===== src/rtl/yarp_data_mem.sv =====
// Load/store stage: request/grant/response handshake with data memory, lane
// steering of store data, and extraction/extension of load results.
module yarp_data_mem #(
    parameter int TIMEOUT = 64
) (
    input  logic        clk,
    input  logic        reset,
    input  logic        req_i,
    input  logic        wr_i,
    input  logic [1:0]  size_i,
    input  logic        zero_extnd_i,
    input  logic [31:0] addr_i,
    input  logic [31:0] wr_data_i,
    output logic        busy_o,
    output logic        done_o,
    output logic [31:0] rd_data_o,
    output logic        misalign_o,
    output logic        timeout_o,
    output logic        mem_req_o,
    output logic        mem_wr_o,
    output logic [31:0] mem_addr_o,
    output logic [3:0]  mem_be_o,
    output logic [31:0] mem_wr_data_o,
    input  logic        mem_gnt_i,
    input  logic        mem_rvalid_i,
    input  logic [31:0] mem_rd_data_i
);
    localparam int CW = (TIMEOUT > 2) ? $clog2(TIMEOUT) : 1;
    localparam logic [CW-1:0] LIMIT = CW'(TIMEOUT - 1);

    typedef enum logic [1:0] {IDLE, REQ, WAIT} state_t;

    state_t        state_q, state_d;
    logic [CW-1:0] cnt_q, cnt_d;
    logic [1:0]    off_q, off_d, size_q, size_d;
    logic          zext_q, zext_d;
    logic          done_q, done_d, mis_q, mis_d, to_q, to_d;
    logic [31:0]   rd_q, rd_d;
    logic          mreq_q, mreq_d, mwr_q, mwr_d;
    logic [31:0]   maddr_q, maddr_d, mwd_q, mwd_d;
    logic [3:0]    mbe_q, mbe_d;
    logic          misaligned;
    logic [31:0]   shifted, load_val;

    assign misaligned = (size_i == 2'b01 && addr_i[0]) || (size_i[1] && addr_i[1:0] != 2'b00);

    // Load lane extraction uses the latched offset/size, not the live inputs.
    always_comb begin
        shifted  = mem_rd_data_i >> {off_q, 3'b000};
        load_val = shifted;
        case (size_q)
            2'b00:   load_val = zext_q ? {24'h0, shifted[7:0]}  : {{24{shifted[7]}}, shifted[7:0]};
            2'b01:   load_val = zext_q ? {16'h0, shifted[15:0]} : {{16{shifted[15]}}, shifted[15:0]};
            default: load_val = shifted;
        endcase
    end

    always_comb begin
        state_d = state_q;
        cnt_d   = cnt_q + 1'b1;
        off_d   = off_q;
        size_d  = size_q;
        zext_d  = zext_q;
        done_d  = 1'b0;
        mis_d   = 1'b0;
        to_d    = 1'b0;
        rd_d    = rd_q;
        mreq_d  = mreq_q;
        mwr_d   = mwr_q;
        maddr_d = maddr_q;
        mbe_d   = mbe_q;
        mwd_d   = mwd_q;
        case (state_q)
            IDLE: begin
                cnt_d = '0;
                if (req_i && misaligned) begin
                    mis_d = 1'b1;
                end else if (req_i) begin
                    state_d = REQ;
                    off_d   = addr_i[1:0];
                    size_d  = size_i;
                    zext_d  = zero_extnd_i;
                    mreq_d  = 1'b1;
                    mwr_d   = wr_i;
                    maddr_d = {addr_i[31:2], 2'b00};
                    case (size_i)
                        2'b00: begin
                            mbe_d = 4'b0001 << addr_i[1:0];
                            mwd_d = {4{wr_data_i[7:0]}};
                        end
                        2'b01: begin
                            mbe_d = 4'b0011 << addr_i[1:0];
                            mwd_d = {2{wr_data_i[15:0]}};
                        end
                        default: begin
                            mbe_d = 4'b1111;
                            mwd_d = wr_data_i;
                        end
                    endcase
                end
            end
            REQ: begin
                // Completion is checked before the limit so it wins a tie.
                if (mem_gnt_i && (mwr_q || mem_rvalid_i)) begin
                    state_d = IDLE;
                    done_d  = 1'b1;
                    mreq_d  = 1'b0;
                    mwr_d   = 1'b0;
                    if (!mwr_q) rd_d = load_val;
                end else if (cnt_q == LIMIT) begin
                    state_d = IDLE;
                    to_d    = 1'b1;
                    mreq_d  = 1'b0;
                    mwr_d   = 1'b0;
                end else if (mem_gnt_i) begin
                    state_d = WAIT;
                    mreq_d  = 1'b0;
                end
            end
            WAIT: begin
                if (mem_rvalid_i) begin
                    state_d = IDLE;
                    done_d  = 1'b1;
                    rd_d    = load_val;
                end else if (cnt_q == LIMIT) begin
                    state_d = IDLE;
                    to_d    = 1'b1;
                end
            end
            default: state_d = IDLE;
        endcase
    end

    always_ff @(posedge clk) begin
        if (reset) begin
            state_q <= IDLE;
            cnt_q   <= '0;
            off_q   <= '0;
            size_q  <= '0;
            zext_q  <= 1'b0;
            done_q  <= 1'b0;
            mis_q   <= 1'b0;
            to_q    <= 1'b0;
            rd_q    <= '0;
            mreq_q  <= 1'b0;
            mwr_q   <= 1'b0;
            maddr_q <= '0;
            mbe_q   <= '0;
            mwd_q   <= '0;
        end else begin
            state_q <= state_d;
            cnt_q   <= cnt_d;
            off_q   <= off_d;
            size_q  <= size_d;
            zext_q  <= zext_d;
            done_q  <= done_d;
            mis_q   <= mis_d;
            to_q    <= to_d;
            rd_q    <= rd_d;
            mreq_q  <= mreq_d;
            mwr_q   <= mwr_d;
            maddr_q <= maddr_d;
            mbe_q   <= mbe_d;
            mwd_q   <= mwd_d;
        end
    end

    assign busy_o        = (state_q != IDLE);
    assign done_o        = done_q;
    assign rd_data_o     = rd_q;
    assign misalign_o    = mis_q;
    assign timeout_o     = to_q;
    assign mem_req_o     = mreq_q;
    assign mem_wr_o      = mwr_q;
    assign mem_addr_o    = maddr_q;
    assign mem_be_o      = mbe_q;
    assign mem_wr_data_o = mwd_q;
endmodule


===== config.mk =====
export PLATFORM = sky130hd
export DESIGN_NAME = yarp_data_mem
export DESIGN_NICKNAME = d
export VERILOG_FILES = /design/src/rtl/yarp_data_mem.sv
export SDC_FILE = /design/constraint.sdc
export NUM_CORES = 1
export LEC_CHECK = 0
export CORE_UTILIZATION = 47
export DETAILED_ROUTE_END_ITERATION = 7
export PLACE_DENSITY = 0.9
export SYNTH_ARGS = -nofsm -noshare
export SYNTH_HDL_FRONTEND = slang
export SYNTH_SLANG_ARGS = --single-unit

===== constraint.sdc =====
create_clock -name clk -period 4.9 [get_ports clk]
set_input_delay 0.49 -clock clk [delete_from_list [all_inputs] [get_ports clk]]
set_output_delay 0.49 -clock clk [all_outputs]
set_load 0.05 [all_outputs]

==> flow_summary.yaml, run 1 <==
run_status:
  status: "complete, no violations"
clock_tree:
  insertion_delay_ps: 520
  post_cts_resized: 0
  cts.root.buffer_cell: "clkbuf_8"
  cts_tree: "yes"
  cts_buffer_depth: 2
  ctsHoldBuffers: 0
  cts_buffers: 17
  cts.sinks: 116
  clk_pin_slew_ps: 50
  cts_setup_buffers: 0
  h-tree-depth: 4
detailed_routing:
  vias: 5197
  wl_per_cell_um: 16.7
  dr.first_iter.drc_count: 298
  vias_per_cell: 5.53
  drt_wl_total_mm: 15.7
  drc: 0
  drtPass1Iterations: 5
  ant_nets: 0
cells_and_area:
  area_growth_pct: 50.2
  finalNonFillerCells: 939
  drive_above_1_share_pct: 7.10
  antennaDiodeCount: 0
  nets: 902
  final_common_cell: "clkdlybuf4s50_1"
  layout_common_cells: "clkdlybuf4s50_1, nand2_1, dfxtp_1"
power_and_ir_drop:
  vdd_ir_drop_max_mv: 0.272
  p_seq_share_pct: 32.4
  p_switching_mw: 1.35
  powerDensity_mw_per_mm2: 462
  p_int_mw: 2.25
  pwr-share-comb_pct: 36.9
  power.leakage_nw: 2.77
  p_total_mw: 3.60
  clkPwrFrac_pct: 30.7
  switching_share_pct: 37.5
grt:
  grt_pass1_wl_mm: 24.8
  antenna_found_initial: 0
  grtUsageMet2_pct: 47.7
  grt_use_met1_pct: 30.7
  grtUsageTotal_pct: 27.8
  use_met3_pct: 10.7
  grt_pass1_vias: 5099
  grt.busiest_layer: "met2"
  grt_max_degree: 102
  overflow: 0
critical_path:
  crit_path_end_kind: "output port"
  worstPathArrival_ps: 2190
  rr_worst_depth: 7
  start_kind: "flop"
  critPathRequiredTime_ps: 4410
  regToRegSetupSlack_ps: 2340
  criticalPathCategory: "flop to output port"
  crit_fanout: 6
synthesis:
  synth.largest_area_cell: "dfxtp_1"
  yosysUniqueCellTypes: 47
  synth_cells: 611
  synth_seq_cells: 116
  synth.top_cell.area_share_pct: 44.8
  syn_area_per_cell_um2: 8.49
  yosysWarnings: 0
  synthTopCellsByArea: "dfxtp_1, nand2_1, mux2i_1"
  seq_area_frac_synth_pct: 44.8
  synthArstFlopShare_pct: 0
  synth-main-ff-cell: "dfxtp_1"
  synth_area_mm2: 0.00518
  synth_edf_count: 0
placed_design:
  routabilityCongestion: 0.840
  hpwl_mm: 10.9
  dp_cells: 910
  preCtsSetupSlack_ps: 1820
  port_buffers: 208
sta:
  finalSetupTns_ps: 0
  tightest_slew_ps: 1230
  max_freq_ghz: 0.373
  finalClockSkew_ps: 6.47
  worst_slack_ps: 2220
  rsz0062_at_grt: "false"
  maxSlewViolCount: 0
  finalSetupViolations: 0
  finalHoldViolations: 0
  period_needed_ps: 2680
  relSlewSlack_pct: 18.1
  post-route-period-util_pct: 54.7
die:
  die_height_um: 107
  rows: 37
  dieArea_mm2: 0.0115
  start_util_pct: 49.3
  core-area_mm2: 0.0105
  ioPinCount: 211
  die_w_um: 107
flow_run:
  drv_cap: 0
worst_hold_path:
  hold_class: "flop to flop"
  whs_path_depth: 1
-- worst max-delay path, stage by stage, from the launching register on --
cell and delay, ps:
dfxtp_1 360, inv_1 90, ha_1 270, inv_1 140, clkdlybuf4s50_1 820
-- layer usage --
metal	vias up	wire length, µm
li1	2484	-
met1	2408	6090
met2	262	7650
met3	43	1580
met4	0	393
met5	-	0
-- final timing paths --
| path | start | to |
|---|---|---|
| max reg2reg | state_q[0]$_SDFFE_PP0P_ | mem_wr_data_o[11]$_SDFFE_PP0P_ |
| min reg2reg | cnt_q[0]$_SDFF_PP0_ | cnt_q[0]$_SDFF_PP0_ |
| max | state_q[0]$_SDFFE_PP0P_ | busy_o |
| min | cnt_q[0]$_SDFF_PP0_ | cnt_q[0]$_SDFF_PP0_ |
-- cell usage after synthesis (5+ instances only) --
cell type / n
nor2b_1: 8
buf_2: 16
mux2i_1: 33
nor3_1: 5
dfxtp_1: 116
inv_1: 6
mux4_2: 9
o21ai_0: 24
nor2_1: 65
mux2_2: 10
clkbuf_1: 26
a211oi_1: 9
nand2_1: 138
a311oi_1: 25
a21oi_1: 60
o2bb2ai_1: 7
-- cell families after synthesis --
kind of cell | Yosys count | share of synthesized area [%]
adders and majority gates | 4 | 0.965
xor gates and xnor gates | 4 | 0.676
DFF | 116 | 44.8
other | 1 | 0.0723
buffers and inverters | 57 | 5.02
muxes | 53 | 12.7
and+or+nand+nor | 235 | 18.6
AOI/OAI and AO/OA | 141 | 17.2
-- per-stage QoR --
step / instance area, µm² / util [%] / hold slack (ps)
after detailed placement: 7270 / 69.2 / 437
after global placement: 7270 / 69.2 / 429
final: 7790 / 74.1 / 445
after CTS: 7790 / 74.1 / 451
after global routing: 7790 / 74.1 / 466
after floorplan: 5190 / - / 418
-- layout make-up --
type                    count  area, µm²
well taps                 136        170
fillers                   704       2720
repair buffers            213       2120
clock buffers              23        467
flip-flops and latches    116       2320
inverters                   6       22.5
multi-input cells         439       2640
clock inverters             6       55.1
-- power groups by stage --
| stage | registers (mW) | logic [mW] | clock network [mW] |
|---|---|---|---|
| final | 1.16 | 1.33 | 1.11 |
| after floorplan | 1.58 | 0.465 | 0 |
| after global placement | 1.17 | 1.29 | 0 |
| after detailed placement | 1.18 | 1.32 | 0 |
| after global routing | 1.18 | 1.40 | 1.16 |
| after CTS | 1.16 | 1.33 | 1.12 |
-- sequential cells by signal (all words and copies together) (netlist names) --
signal / cells
zext_q: 1
mem_addr_o: 30
state_q: 2
mem_be_o: 4
misalign_o: 1
cnt_q: 6
size_q: 2
off_q: 2
mem_wr_o: 1
mem_wr_data_o: 32
timeout_o: 1
done_o: 1
mem_req_o: 1
rd_data_o: 32
Note: power is estimated with default switching activity, not from simulation.
==> inputs of run 2 (changes only) <==
--- a/config.mk
+++ b/config.mk
@@ -5,9 +5,9 @@
 export SDC_FILE = /design/constraint.sdc
 export NUM_CORES = 1
 export LEC_CHECK = 0
-export CORE_UTILIZATION = 47
+export CORE_UTILIZATION = 43
 export DETAILED_ROUTE_END_ITERATION = 7
-export PLACE_DENSITY = 0.9
+export PLACE_DENSITY = 0.84
 export SYNTH_ARGS = -nofsm -noshare
 export SYNTH_HDL_FRONTEND = slang
 export SYNTH_SLANG_ARGS = --single-unit
==> constraint.sdc (replaced) <==
create_clock -name clk -period 2.7 [get_ports clk]
set_input_delay 0.27 -clock clk [delete_from_list [all_inputs] [get_ports clk]]
set_output_delay 0.27 -clock clk [all_outputs]
set_load 0.05 [all_outputs]
==> run 2 against run 1 <==
  * The flow now finishes with violations (design-rule violations)
  * Clock skew is essentially flat
  * Sequential power increased by 82%
  * Total power increased by 83%
  * Wire length decreased by 0.81%
  * Register-to-register slack got worse by 1700 ps
  * Hold slack worse by 79 ps
  * Sequential share of layout area down 0.34 points
  * Highest routed layer unchanged
==> flow_summary.yaml, run 2 (synthesis gave the netlist of run 1 again) <==
grt:
  grt_pass1_vias: 5215
  grt_pass1_wl_mm: 25.4
  grtUsageTotal_pct: 25.7
  overflow: 0
  antenna_found_initial: 0
  grt_max_degree: 81
clock_tree:
  cts_tree: "yes"
  post_cts_resized: 0
  cts.root.buffer_cell: "clkbuf_16"
  insertion_delay_ps: 410
  ctsHoldBuffers: 0
  cts_setup_buffers: 0
  h-tree-depth: 4
  cts_buffer_depth: 2
  clk_pin_slew_ps: 50
  cts_buffers: 17
  cts.sinks: 116
die:
  dieArea_mm2: 0.0125
  rows: 39
  die_height_um: 112
  core-area_mm2: 0.0116
  ioPinCount: 211
  start_util_pct: 44.8
  die_w_um: 112
sta:
  worst_slack_ps: 352
  rsz0062_at_grt: "false"
  tightest_slew_ps: 629
  finalHoldViolations: 0
  post-route-period-util_pct: 87.0
  finalClockSkew_ps: 6.44
  finalSetupTns_ps: 0
  relSlewSlack_pct: 58.1
  finalSetupViolations: 0
  max_freq_ghz: 0.426
  period_needed_ps: 2350
  timing.hold.ws_ps: 365
  maxSlewViolCount: 0
detailed_routing:
  drt_wl_total_mm: 15.6
  dr.first_iter.drc_count: 310
  vias: 5168
  ant_nets: 0
  vias_per_cell: 5.43
  wl_per_cell_um: 16.4
  drtPass1Iterations: 8
  drc: 17
cells_and_area:
  nets: 907
  post-route-util_pct: 68.1
  area_growth_pct: 52.0
  final_common_cell: "clkdlybuf4s50_1"
  antennaDiodeCount: 0
  layout_common_cells: "clkdlybuf4s50_1, nand2_1, dfxtp_1"
  drive_above_1_share_pct: 7.54
run_status:
  status: "finished, violations left"
  failed_checks: "design-rule violations"
critical_path:
  start_kind: "flop"
  worstPathArrival_ps: 2080
  regToRegSetupSlack_ps: 620
  criticalPathCategory: "flop to output port"
  crit_fanout: 6
  crit_path_end_kind: "output port"
  critPathRequiredTime_ps: 2430
power_and_ir_drop:
  clkPwrFrac_pct: 30.8
  pwr-share-comb_pct: 37.0
  vdd_ir_drop_max_mv: 0.531
  p_switching_mw: 2.44
  p_seq_share_pct: 32.1
  switching_share_pct: 37.1
  powerDensity_mw_per_mm2: 834
  p_int_mw: 4.13
  power.leakage_nw: 2.81
placed_design:
  hpwl_mm: 11.0
  routabilityCongestion: 0.801
  port_buffers: 208
  preCtsSetupSlack_ps: 509
flow_run:
  drv_cap: 0
worst_hold_path:
  hold_class: "input port to flop"
[run 2: cell types whose count changed in the layout (fill, tap and decap cells not counted)]
cell       change
clkbuf_1       +2
clkbuf_16      +1
buf_4          +2
clkbuf_8       -2
buf_12         +3
[run 2: layer usage]
metal	GRT usage [%]	routed length [µm]
met4	11.4	342
met3	10.2	1660
met5	0	0
met1	28.4	6020
met2	43.6	7560
[run 2: worst paths after layout]
path | startpoint | to | cells past startpoint
min | reset | rd_data_o[15]$_SDFFE_PP0P_ | 3
max reg2reg | state_q[1]$_SDFFE_PP0P_ | rd_data_o[26]$_SDFFE_PP0P_ | 7
min reg2reg | cnt_q[0]$_SDFF_PP0_ | cnt_q[0]$_SDFF_PP0_ | 1
max | state_q[0]$_SDFFE_PP0P_ | busy_o | 4
[run 2: power groups by stage]
stage | clock network [mW] | registers (mW) | logic (mW)
4_1_cts | 2.06 | 2.11 | 2.44
6_report | 2.03 | 2.11 | 2.43
3_5_place_dp | 0 | 2.14 | 2.42
2_1_floorplan | 0 | 2.87 | 0.844
3_3_place_gp | 0 | 2.13 | 2.37
5_1_grt | 2.14 | 2.14 | 2.58
[run 2: layout make-up]
type	count	area, µm²
flip-flops and latches	116	2320
repair buffers	218	2190
inverters	6	22.5
well taps	143	179
clock buffers	24	472
multi-input cells	439	2640
fillers	882	3690
clock inverters	6	55.1
[run 2: critical path, stage by stage (launching register included)]
cell,delay [ps]
dfxtp_1,350
inv_1,80
ha_1,270
inv_1,150
clkdlybuf4s50_1,820
[run 2: per-stage QoR]
step	cells	cell area, µm²	total power [mW]
2_1_floorplan	612	5190	3.72
3_3_place_gp	922	7350	4.50
3_5_place_dp	922	7350	4.56
4_1_cts	952	7880	6.61
5_1_grt	952	7880	6.86
6_report	952	7880	6.57
